### src/rtl/snn_train_sequencer.sv
// rtl/snn_train_sequencer.sv - frame-driven train/inference sequencer for the IZH spiking array
// Optional winner readout enabled by defining SNN_SEQ_WTA_EN.
module snn_train_sequencer #(
  parameter int N_IN        = 144,
  parameter int N_OUT       = 6,
  parameter int PERIOD      = 150,
  parameter int N_FRAMES    = 912,
  parameter int TRAIN_SLOT  = 10,
  parameter int UNTRAIN_OFS = 5,
  parameter int CNT_W       = 16,
  parameter int WIN_W       = (N_OUT > 1) ? $clog2(N_OUT) : 1
) (
  input  logic             CLK,
  input  logic             RST,
  input  logic             TICK,
  input  logic             START,
  input  logic             ABORT,
  input  logic             TRAIN_MODE,
  input  logic             FRM_VALID,
  output logic             FRM_READY,
  input  logic [N_IN-1:0]  FRM_PIXELS,
  input  logic [N_OUT-1:0] FRM_LABEL,
  input  logic [N_OUT-1:0] OUT_SPIKES,
  output logic [N_IN-1:0]  IN_SPIKES,
  output logic [N_OUT-1:0] TEACH_SPIKES,
  output logic             EN_STDP,
  output logic             EN_ADDR,
  output logic             BUSY,
  output logic             DONE,
  output logic [CNT_W-1:0] UNDERRUN_CNT,
  output logic [WIN_W-1:0] WINNER,
  output logic             WINNER_VALID
);

  localparam int TW = $clog2(PERIOD);
  localparam int FW = (N_FRAMES > 1) ? $clog2(N_FRAMES) : 1;

  localparam logic [TW-1:0] T_LAST  = TW'(PERIOD - 1);
  localparam logic [TW-1:0] T_ADDR  = TW'(PERIOD - 2);
  localparam logic [TW-1:0] T_TRAIN = TW'(TRAIN_SLOT);
  localparam logic [TW-1:0] T_UNTR  = TW'(PERIOD - 1 - UNTRAIN_OFS);
  localparam logic [FW-1:0] F_LAST  = FW'(N_FRAMES - 1);

  typedef enum logic [1:0] {S_IDLE, S_LOAD, S_RUN, S_FIN} state_t;

  state_t           state, state_nxt;
  logic [TW-1:0]    t_q;
  logic [FW-1:0]    f_q;
  logic [N_IN-1:0]  pix_q;
  logic [N_OUT-1:0] lab_q;
  logic             mode_q;
  logic             frame_end;
  logic             hs;

  // A frame is consumed whenever LOAD sees a valid frame; a frame ends on the TICK at the last step.
  assign hs        = (state == S_LOAD) && FRM_VALID;
  assign frame_end = (state == S_RUN) && TICK && (t_q == T_LAST);

  // State register.
  always_ff @(posedge CLK) begin
    if (RST) state <= S_IDLE;
    else     state <= state_nxt;
  end

  // Next-state logic; ABORT overrides every other event, including START.
  always_comb begin
    state_nxt = state;
    if (ABORT) begin
      state_nxt = S_IDLE;
    end else begin
      case (state)
        S_IDLE: if (START) state_nxt = S_LOAD;
        S_LOAD: if (FRM_VALID) state_nxt = S_RUN;
        S_RUN:  if (frame_end) state_nxt = (f_q == F_LAST) ? S_FIN : S_LOAD;
        default: state_nxt = S_IDLE;
      endcase
    end
  end

  // State-decoded outputs.
  always_comb begin
    FRM_READY = (state == S_LOAD);
    BUSY      = (state != S_IDLE);
    DONE      = (state == S_FIN);
    EN_STDP   = mode_q && ((state == S_LOAD) || (state == S_RUN));
  end

  // Session bookkeeping: step/frame counters, latched frame, mode and underrun counter.
  always_ff @(posedge CLK) begin
    if (RST) begin
      t_q          <= '0;
      f_q          <= '0;
      pix_q        <= '0;
      lab_q        <= '0;
      mode_q       <= 1'b0;
      UNDERRUN_CNT <= '0;
    end else begin
      if ((state == S_IDLE) && START && !ABORT) begin
        f_q          <= '0;
        mode_q       <= TRAIN_MODE;
        UNDERRUN_CNT <= '0;
      end
      if (hs) begin
        pix_q <= FRM_PIXELS;
        lab_q <= FRM_LABEL;
        t_q   <= '0;
      end
      if ((state == S_LOAD) && TICK && !FRM_VALID && !ABORT && (UNDERRUN_CNT != '1))
        UNDERRUN_CNT <= UNDERRUN_CNT + CNT_W'(1);
      if ((state == S_RUN) && TICK) begin
        if (t_q == T_LAST) begin
          t_q <= '0;
          if (f_q != F_LAST) f_q <= f_q + FW'(1);
        end else begin
          t_q <= t_q + TW'(1);
        end
      end
    end
  end

  // One-cycle spike/strobe pulses, registered from the TICK that qualifies them.
  always_ff @(posedge CLK) begin
    if (RST) begin
      IN_SPIKES    <= '0;
      TEACH_SPIKES <= '0;
      EN_ADDR      <= 1'b0;
    end else begin
      IN_SPIKES    <= '0;
      TEACH_SPIKES <= '0;
      EN_ADDR      <= 1'b0;
      if (!ABORT && (state == S_RUN) && TICK) begin
        IN_SPIKES <= (t_q == T_LAST) ? pix_q : '0;
        EN_ADDR   <= mode_q && (t_q == T_ADDR);
        if (mode_q)
          TEACH_SPIKES <= ((t_q == T_TRAIN) ? lab_q : '0) | ((t_q == T_UNTR) ? ~lab_q : '0);
      end
    end
  end

`ifdef SNN_SEQ_WTA_EN
  logic             seen_q;
  logic [WIN_W-1:0] win_q;
  logic [WIN_W-1:0] low_idx;
  logic             spike_now;

  // Lowest-index set bit of the current output spike vector.
  always_comb begin
    low_idx = '0;
    for (int k = N_OUT - 1; k >= 0; k--)
      if (OUT_SPIKES[k]) low_idx = WIN_W'(k);
  end

  assign spike_now = (state == S_RUN) && (OUT_SPIKES != '0) && !seen_q;

  // First-spike capture per frame and the winner pulse at frame end.
  always_ff @(posedge CLK) begin
    if (RST) begin
      seen_q       <= 1'b0;
      win_q        <= '0;
      WINNER       <= '0;
      WINNER_VALID <= 1'b0;
    end else begin
      WINNER       <= '0;
      WINNER_VALID <= 1'b0;
      if (hs) begin
        seen_q <= 1'b0;
      end else if (spike_now) begin
        seen_q <= 1'b1;
        win_q  <= low_idx;
      end
      if (frame_end && !ABORT && (seen_q || spike_now)) begin
        WINNER_VALID <= 1'b1;
        WINNER       <= seen_q ? win_q : low_idx;
      end
    end
  end
`else
  logic unused_out_spikes;
  assign unused_out_spikes = ^OUT_SPIKES;
  assign WINNER            = '0;
  assign WINNER_VALID      = 1'b0;
`endif

endmodule

### config.mk
export PLATFORM = sky130hd
export DESIGN_NAME = snn_train_sequencer
export DESIGN_NICKNAME = d
export VERILOG_FILES = /design/src/rtl/snn_train_sequencer.sv
export SDC_FILE = /design/constraint.sdc
export NUM_CORES = 1
export LEC_CHECK = 0
export ABC_CLOCK_PERIOD_IN_PS = 6400
export BUFFER_PORTS_ARGS = -buffer_cell sky130_fd_sc_hd__buf_2
export CAP_MARGIN = 0
export CORE_MARGIN = 10
export CORE_UTILIZATION = 50
export DETAILED_ROUTE_END_ITERATION = 8
export PLACE_DENSITY = 0.78
export SLEW_MARGIN = 20
export SYNTH_ARGS = -nofsm -noshare
export SYNTH_HDL_FRONTEND = slang
export SYNTH_SLANG_ARGS = --single-unit
### constraint.sdc
create_clock -name CLK -period 6.4 [get_ports CLK]
set_clock_uncertainty 0.2 [all_clocks]
set_input_delay 1.6 -clock CLK [delete_from_list [all_inputs] [get_ports CLK]]
set_output_delay 1.6 -clock CLK [all_outputs]
set_load 0.02 [all_outputs]
# [Yosys cells after proc, flatten, opt, wreduce, memory -nomap -nowiden]
# Cells that the tools add are included.
[word_totals] word_cells=72 register_bits=338 output_inout_bits=175 input_bits=163
[op_classes] n_eq_ne=13 n_bitwise=5 reduce_logical=25 mux=16 addsub=3
[ops] cell="$mux W10" count=4
[ops] cell="$mux W16" count=2
[ops] cell="$eq A8 B8 Y1 const B" count=3
[ops] cell="$mux W8" count=3
[ops] cell="$add A16 B1 Y16 const B" count=1
[ops] cell="$ne A16 B16 Y1 const B" count=1
[ops] cell="$logic_and A1 B1 Y1" count=13
[ops] cell="$mux W6" count=2
[ops] cell="$add A10 B1 Y10 const B" count=1
[ops] cell="$eq A10 B10 Y1 const B" count=1
[ops] cell="$ne A10 B10 Y1 const B" count=1
[ops] cell="$add A8 B1 Y8 const B" count=1
[ops] cell="$eq A8 B4 Y1 const B" count=1
[ops] cell="$mux W2" count=4
[ops] cell="$ne A2 B2 Y1 const B" count=3
[ops] cell="$not A6 Y6" count=1
[ops] cell="$or A6 B6 Y6" count=1
[ops] cell="$pmux W2 S3" count=1
[ops] cell="$reduce_bool A2 Y1" count=3
[ops] cell="$reduce_or A3 Y1" count=2
[ops] cell="$eq A2 B2 Y1 const B" count=2
[ops] cell="$reduce_or A2 Y1" count=2
[ops] cell="$not A1 Y1" count=3
[ops] cell="$reduce_and A3 Y1" count=1
[ops] cell="4 further kinds" count=5

# [Logic depth before layout (Yosys ltp)]
# Gate-level depths: netlist of run 1.
[logic_depth] ltp_word=7 ltp_mapped=8 depth_no_buf=6

# [Worst setup path before layout of run 1]
# OpenSTA, ideal clock, no wires.
[synth_path] kind="input port to flip-flop" startpoint="input TICK" endpoint="register f_q[7]" setup_time_ns=0.086 path_buffers=0 arrival_time_ns=2.778 path_slack_ns=3.337 required_time_ns=6.114 stages=4 path_cell_list="nand2_1 -> or3_1 -> or4_1 -> a211oi_1"
[synth_via] elab_chain_len=2
[synth_lines] item="start, declared" line="15" text="input logic TICK,"
[synth_lines] item="$logic_and A1 B1 Y1" line="110" text="if ((state == S_RUN) && TICK) begin"
[synth_lines] item="$mux W10" line="110"
[synth_lines] item="end signal, assigned" line="113" text="if (f_q != F_LAST) f_q <= f_q + FW'(1);"
[synth_lines] item="end, declared" line="48" text="logic [FW-1:0] f_q;"
# No other way between the ends.
# A chain may end at the register's enable or synchronous reset.

# [Worst setup path in the final report of run 1]
[layout_path] startpoint="register state[0]" endpoint="output EN_STDP"
[layout_via] elab_chain_len=3 elab_cells_between_ends=4 classes_between="eq/ne: 2; reduce/logical: 2"
[layout_lines] item="start, declared" line="46" text="state_t state, state_nxt;"
[layout_lines] item="start signal, assigned" line="62" text="else state <= state_nxt;"
[layout_lines] item="$eq A2 B1 Y1 / $eq A2 B2 Y1 (equally long branches)" line="85" text="EN_STDP = mode_q && ((state == S_LOAD) || (state == S_RUN));"
[layout_lines] item="$logic_or A1 B1 Y1 (*)" line="85"
[layout_lines] item="$logic_and A1 B1 Y1 (*)" line="85"
[layout_lines] item="end, declared" line="26" text="output logic EN_STDP,"
# Every way passes the cells marked *; elsewhere a longest branch is shown, timed or not.

==> results of run 1 <==
## cells in the final DEF, fill, tap and decap left out, types with 12 or more instances in the layout
cell	instances
a21oi_1	162
and3_1	152
buf_2	326
clkbuf_16	36
dfxtp_1	338
inv_1	16
nand2_1	320
nand3_1	15
nand4_1	12
nor2_1	12
## final cells by class
| cell class | instances | share of cell area, % |
|---|---|---|
| well taps | 285 | 2.48 |
| inverters | 16 | 0.419 |
| clock buffers | 55 | 7.33 |
| repair buffers | 337 | 11.9 |
| clock inverters | 8 | 0.558 |
| flip-flops and latches | 338 | 47.2 |
| diodes | 3 | 0.0523 |
| multi-input cells | 817 | 30.1 |
## flip-flops by register name, indices dropped and copies added (netlist names)
register and flops:
f_q 10, pix_q 144, state 2, TEACH_SPIKES 6
t_q 8, EN_ADDR 1, lab_q 6, UNDERRUN_CNT 16
mode_q 1, IN_SPIKES 144
## per-layer routing
metal | GRT usage, % | vias up
met2 | 35.0 | 307
met4 | 6.88 | 4
met3 | 6.67 | 60
met5 | 0 | -
met1 | 22.7 | 4556
li1 | - | 4872
## worst max-delay path by stage
stage / from / endpoint / cells past startpoint
2_1_floorplan: TICK / f_q[7] / 4
3_3_place_gp: RST / f_q[5] / 6
3_5_place_dp: RST / f_q[3] / 6
4_1_cts: state[0] / EN_STDP / 4
5_1_grt: state[0] / EN_STDP / 4
6_report: state[0] / EN_STDP / 4
## power by group through the flow
stage	combinational, mW	sequential [mW]	clock (mW)
finish	0.170	2.15	1.97
global route	0.189	2.15	2.09
CTS	0.169	2.14	2.01
detailed placement	0.168	2.19	0
global placement	0.166	2.19	0
floorplan	0.0925	2.19	0
## worst reg2reg max path, cell delays in order (launching register included)
cell and delay (ps):
dfxtp_1 340, inv_1 110, ha_1 300, nand4bb_1 240, nor2_1 610, o21ai_0 520
o221ai_1 300
## cells by family (layout without fill, tap and decap cells)
kind of cell | count (synthesis) | in the layout | synth area share, %
and+or+nand+nor | 567 | 567 | 23.9
AOI/OAI and AO/OA | 226 | 226 | 11.4
adders and majority gates | 10 | 10 | 1.09
buffers and inverters | 112 | 416 | 3.80
other | 1 | 7 | 0.0327
xor gates and xnor gates | 2 | 2 | 0.153
muxes | 8 | 8 | 0.697
DFF | 338 | 338 | 58.9
==> key figures, run 1 <==
Run status
  • Outcome: completed

Floorplan
  • Die width: 172 um
  • Row Count: between 50 and 60
  • Num ports: ~340
  • Core area: 22600 um2
  • Die Footprint: 29400 um2
  • Die height: 172 um
  • Starting Density: 50.7%

Clock tree
  • Worst-Skew Late Latency: 510 ps
  • CTS root buf: clkbuf_16
  • # hold bufs at CTS: 0
  • Clk slew on worst S/H paths: roughly 60 ps
  • CTS resizes: 0
  • Setup Buffers After CTS: 0
  • Clock Sink Count: 338
  • TritonCTS clock tree: built
  • H-tree levels: 2
  • Max clock buf depth: 3
  • CTS Buf Count: 35

Setup path
  • CP max stage cell: dfxtp_1
  • CP delay by family, top: flip-flops
  • Worst path cell trace: inv_1 > ha_1 > and2_1 > buf_2
  • Worst R2R Path Depth: 6
  • Reg2Reg Launch Point: state[1]
  • Data arrival time of the worst path: 1650 ps
  • Critical Path Source Type: flop
  • R2r setup slk: 3680 ps
  • Required @ worst endpoint: ~4600 ps
  • Critical setup path kind: flop to primary output
  • Worst path bufs/invs: 2
  • Reg-to-Reg End: UNDERRUN_CNT[15]
  • Crit-path max cell delay: 410 ps
  • Crit. End Element: primary output
  • Crit path max fanout: 5

Synthesis
  • Most used DFF post-synth: dfxtp_1
  • Ys Warns: 0
  • Cell with the most instances after synthesis: dfxtp_1
  • Area of the mapped netlist: 11500 um2
  • Count of different cell masters after synthesis: 58
  • Async set-reset flop share out of synthesis: 0%
  • Post-synth EDFFs: 0
  • Cell taking the most area after synthesis: dfxtp_1
  • Seq cells post-synth: between 300 and 400
  • Top cells by count, synth: 338 x dfxtp_1, 321 x nand2_1, 162 x a21oi_1
  • Avg Cell Area, Syn: around 9.1 um2
  • Top cell type's share of synthesized area: between 50 and 60%
  • Ranking of synthesized cells by area: dfxtp_1 59%, nand2_1 10%, and3_1 8.3%, a21oi_1 7.1%, clkbuf_1 2.9%
  • Post-synthesis cell count: 1264
  • Seq/Total Area, Yosys: 58.9%

STA
  • Max-slew headroom: 32.8%
  • RSZ-0062 raised after global routing: false
  • Post-layout min period: 3450 ps
  • Setup violators final: 0
  • Post-route clock period utilization: a little over half
  • Max frequency: 0.290 GHz
  • Final setup margin: 2950 ps
  • Worst hold slack: ~250 ps
  • Slew Limit Fails: 0
  • Setup TNS: 0 ps
  • Final Hold Fails: 0
  • Least-Margin Pin Slew: between 1000 and 1500 ps

Power
  • Leakage: 6.61 nW
  • Power Internal: between 3 and 4 mW
  • Flop pwr share: 50.0%
  • Clock Power Share: 46.0%
  • Sw frac: a little over a fifth
  • Sw Pwr: roughly 920 uW
  • Worst vdd ir: about 0.00019 V
  • Pwr Total: 4.29 mW
  • Power Density: 299 nW/um2
  • Comb power frac: roughly 4.0%

Route
  • Final WL: roughly 32000 um
  • Post-route DRC: 0
  • DRT Pass-1 Iters: 5
  • M1 WL: 12400 um
  • Vias per std cell: 5.27
  • Routed len/inst: 17.0 um
  • Met2 WL post-DR: 15700 um
  • Via count: 9799
  • 1st-iter DRT viols: slightly below 1000
  • Post-route ant nets: 0
  • Met3 WL: 2670 um
  • Top sig layer: met5

Global routing
  • Global route overflow: 0
  • GR Util All Layers: between 20% and 30%
  • Vias in the first global route: 9570
  • Largest net degree at the start of global routing: approximately 120
  • First-pass GRT wire length: a little under 50000 um
  • Initial antenna violation count: 6

Placement
  • Port bufs: between 300 and 400
  • Final GP Congestion: 0.850
  • Post-Place Worst Slack: 2550 ps
  • Placed cells: ~1800
  • Post-DP Area: 13200 um2
  • Detailed Place HPWL: 20900 um

Cells and area
  • Final instance area: around 14000 um2
  • Final #Nets: around 1700
  • Final Non-Filler Cells: 1859
  • Filler cells: 1892
  • Sequential cell area: 6770 um2
  • Footprint of the multi-input gates: 4310 um2
  • Ratio of cells with drive above 1 in the final layout: 25.4%
  • Finished Core Util: 63.4%
  • Synthesis-to-layout area growth: 25.0%

Run
  • MaxCap Viol Count: 0

Min path
  • Worst hold start: pix_q[73]
  • Worst hold endpoint: pix_q[73]
  • Hold WC Path Type: flop to flop
  • Hold Path Stages: 2
No activity file was read; power rests on OpenSTA's default activity.
==> inputs of run 2 (changes only) <==
ABC_CLOCK_PERIOD_IN_PS = 2800   (was 6400)
CORE_UTILIZATION = 46   (was 50)
PLACE_DENSITY = 0.75   (was 0.78)
clock period = 2.8 ns   (was 6.4 ns; I/O delays follow)
==> run 2 against run 1 <==
Compared with the run above:
- routed wire length rose by 1.2%
- combinational power rose by 130%
- sequential power rose by 130%
- clock power rose by 150%
- critical path type unchanged
- largest cell class unchanged
- highest routed layer is now met4
==> key figures, run 2 (synthesis gave the netlist of run 1 again) <==
STA
  • Max frequency: 0.393 GHz
  • Final Hold Fails: 0 (unchanged)
  • Slew Limit Fails: 0 (unchanged)
  • Max-slew headroom: 48.5% (was 32.8%)
  • Least-Margin Pin Slew: 765 ps (was 1010 ps)
  • Setup violators final: 0 (unchanged)
  • Setup TNS: 0 ps (unchanged)
  • Worst hold slack: 225 ps (was 247 ps)
  • RSZ-0062 raised after global routing: false (unchanged)
  • Post-layout min period: around 2500 ps
  • Final setup margin: 258 ps (was 2950 ps)
  • Post-route clock period utilization: 90.8%

Cells and area
  • Biggest regs: IN_SPIKES x144, pix_q x144, UNDERRUN_CNT x16 (unchanged)
  • Synthesis-to-layout area growth: 27.5% (was 25.0%)
  • Final #Nets: 1728 (was 1718)
  • Most frequent cells in the layout: 338 x dfxtp_1, 326 x buf_2, 320 x nand2_1 (unchanged)
  • Ratio of cells with drive above 1 in the final layout: 26.1% (was 25.4%)
  • Finished Core Util: 59.8% (was 63.4%)
  • Commonest non-fill, non-tap cell in the layout: dfxtp_1 (unchanged)

Setup path
  • R2r setup slk: 360 ps (was 3680 ps)
  • Critical Path End: EN_STDP (unchanged)
  • Crit. End Element: primary output (unchanged)
  • Worst R2R Path Depth: 7 (was 6)
  • Worst path cell trace: inv_1 > ha_1 > and2_1 > buf_2 (unchanged)
  • CP max stage cell: dfxtp_1 (unchanged)
  • Crit-path max cell delay: 410 ps (about the same)
  • Critical setup path kind: flop to primary output (unchanged)
  • Reg2Reg Launch Point: state[0] (was state[1])
  • Critical Path Source Type: flop (unchanged)
  • Required @ worst endpoint: 1900 ps (was 4600 ps)
  • Crit path max fanout: 5 (unchanged)
  • Reg-to-Reg End: f_q[3] (was UNDERRUN_CNT[15])
  • Data arrival time of the worst path: 1640 ps (was 1650 ps)
  • Crit path from: state[0] (unchanged)

Floorplan
  • Die Footprint: 31700 um2 (was 29400 um2)
  • Die width: 178 um (was 172 um)
  • Row Count: 57 (was 55)
  • Starting Density: 46.9% (was 50.7%)
  • Die height: 178 um (was 172 um)
  • Num ports: 338 (unchanged)
  • Core area: 24500 um2 (was 22600 um2)

Route
  • Final WL: 31900 um (was 31600 um)
  • DRT Pass-1 Iters: 7 (was 5)
  • 1st-iter DRT viols: 846 (was 966)
  • Post-route ant nets: 0 (unchanged)
  • Post-route DRC: 0 (unchanged)
  • Vias per std cell: 5.14 (was 5.27)
  • Via count: 9813 (was 9799)
  • Routed len/inst: 16.7 um (was 17.0 um)

Global routing
  • Largest net degree at the start of global routing: 118 (was 117)
  • GR Util All Layers: 18.8% (was 20.2%)
  • First-pass GRT wire length: 49200 um (was 48800 um)
  • Vias in the first global route: 9555 (was 9570)
  • Global route overflow: 0 (unchanged)
  • Initial antenna violation count: 3 (was 6)

Clock tree
  • Clk slew on worst S/H paths: 60 ps (about the same)
  • H-tree levels: 2 (unchanged)
  • # hold bufs at CTS: 0 (unchanged)
  • CTS root buf: clkbuf_16 (unchanged)
  • Worst-Skew Late Latency: 510 ps (about the same)
  • Max clock buf depth: 3 (unchanged)
  • Setup Buffers After CTS: 0 (unchanged)
  • TritonCTS clock tree: built (unchanged)
  • Clock Sink Count: 338 (unchanged)
  • CTS resizes: 0 (unchanged)
  • CTS Buf Count: 36 (was 35)

Placement
  • Final GP Congestion: 0.853 (was 0.850)
  • Port bufs: 327 (unchanged)
  • Post-Place Worst Slack: 308 ps (was 2550 ps)
  • Detailed Place HPWL: 21600 um (was 20900 um)

Power
  • Power Density: 697 nW/um2 (was 299 nW/um2)
  • Leakage: 6.72 nW (was 6.61 nW)
  • Pwr Total: 10.2 mW (was 4.29 mW)
  • Worst vdd ir: 0.000544 V (was 0.000190 V)

Run
  • MaxCap Viol Count: 0 (unchanged)

Min path
  • Hold Path Stages: 3 (was 2)
  • Hold WC Path Type: input port to flop (was flop to flop)

Run status
  • Outcome: completed (unchanged)
run 2: cell count changes in the layout (fill, tap and decap cells not counted):
cell        before  now
clkbuf_1        11    8
inv_6            1    2
bufinv_16        1    5
buf_12           0    5
clkbuf_8         8    5
buf_6            0    1
clkinv_2         5    6
clkinvlp_4       0    2
buf_4           11   14
clkbuf_16       36   37
clkinv_8         1    0
run 2: area by class of cell:
class / instances / area, um2
Antenna cell: 3 / 7.51
Clock buffer: 50 / 1020
Clock inverter: 15 / 213
Fill cell: 2111 / 9820
Inverter: 16 / 60.1
Multi-Input combinational cell: 817 / 4310
Sequential cell: 338 / 6770
Tap cell: 324 / 405
Timing Repair Buffer: 346 / 1850
run 2: routing by layer:
| layer | vias to the layer above | wire, um | track usage [%] |
|---|---|---|---|
| met1 | 4532 | 12300 | 21.3 |
| li1 | 4881 | - | - |
| met5 | - | 0 | 0 |
| met3 | 68 | 2890 | 6.41 |
| met2 | 332 | 15700 | 32.0 |
| met4 | 0 | 993 | 7.54 |
run 2: critical path: cells and delay by family (launching register included):
kind                       cells  cell delay, ps
DFF                            1             410
adders and majority gates      1             310
buffers and inverters          2             260
and+or+nand+nor                1             170
run 2: stage by stage:
stage                     instance area (um2)  instances
after floorplan                         11500       1267
after global placement                  13400       1841
after detailed placement                13400       1841
after CTS                               14600       1906
after global routing                    14600       1908
final                                   14600       1909
run 2: how the worst min path moves through the flow:
| stage | to | from |
|---|---|---|
| floorplan | pix_q[0] | pix_q[0] |
| global placement | pix_q[49] | pix_q[49] |
| detailed placement | pix_q[24] | pix_q[24] |
| CTS | pix_q[64] | FRM_PIXELS[64] |
| global route | pix_q[55] | FRM_PIXELS[55] |
| finish | pix_q[22] | FRM_PIXELS[22] |
run 2: power by group:
part           internal, mW  switching [mW]  total [mW]
combinational         0.153           0.245       0.398
clock                  3.03            1.88        4.91
sequential             4.87          0.0303        4.90
total                  8.06            2.15        10.2
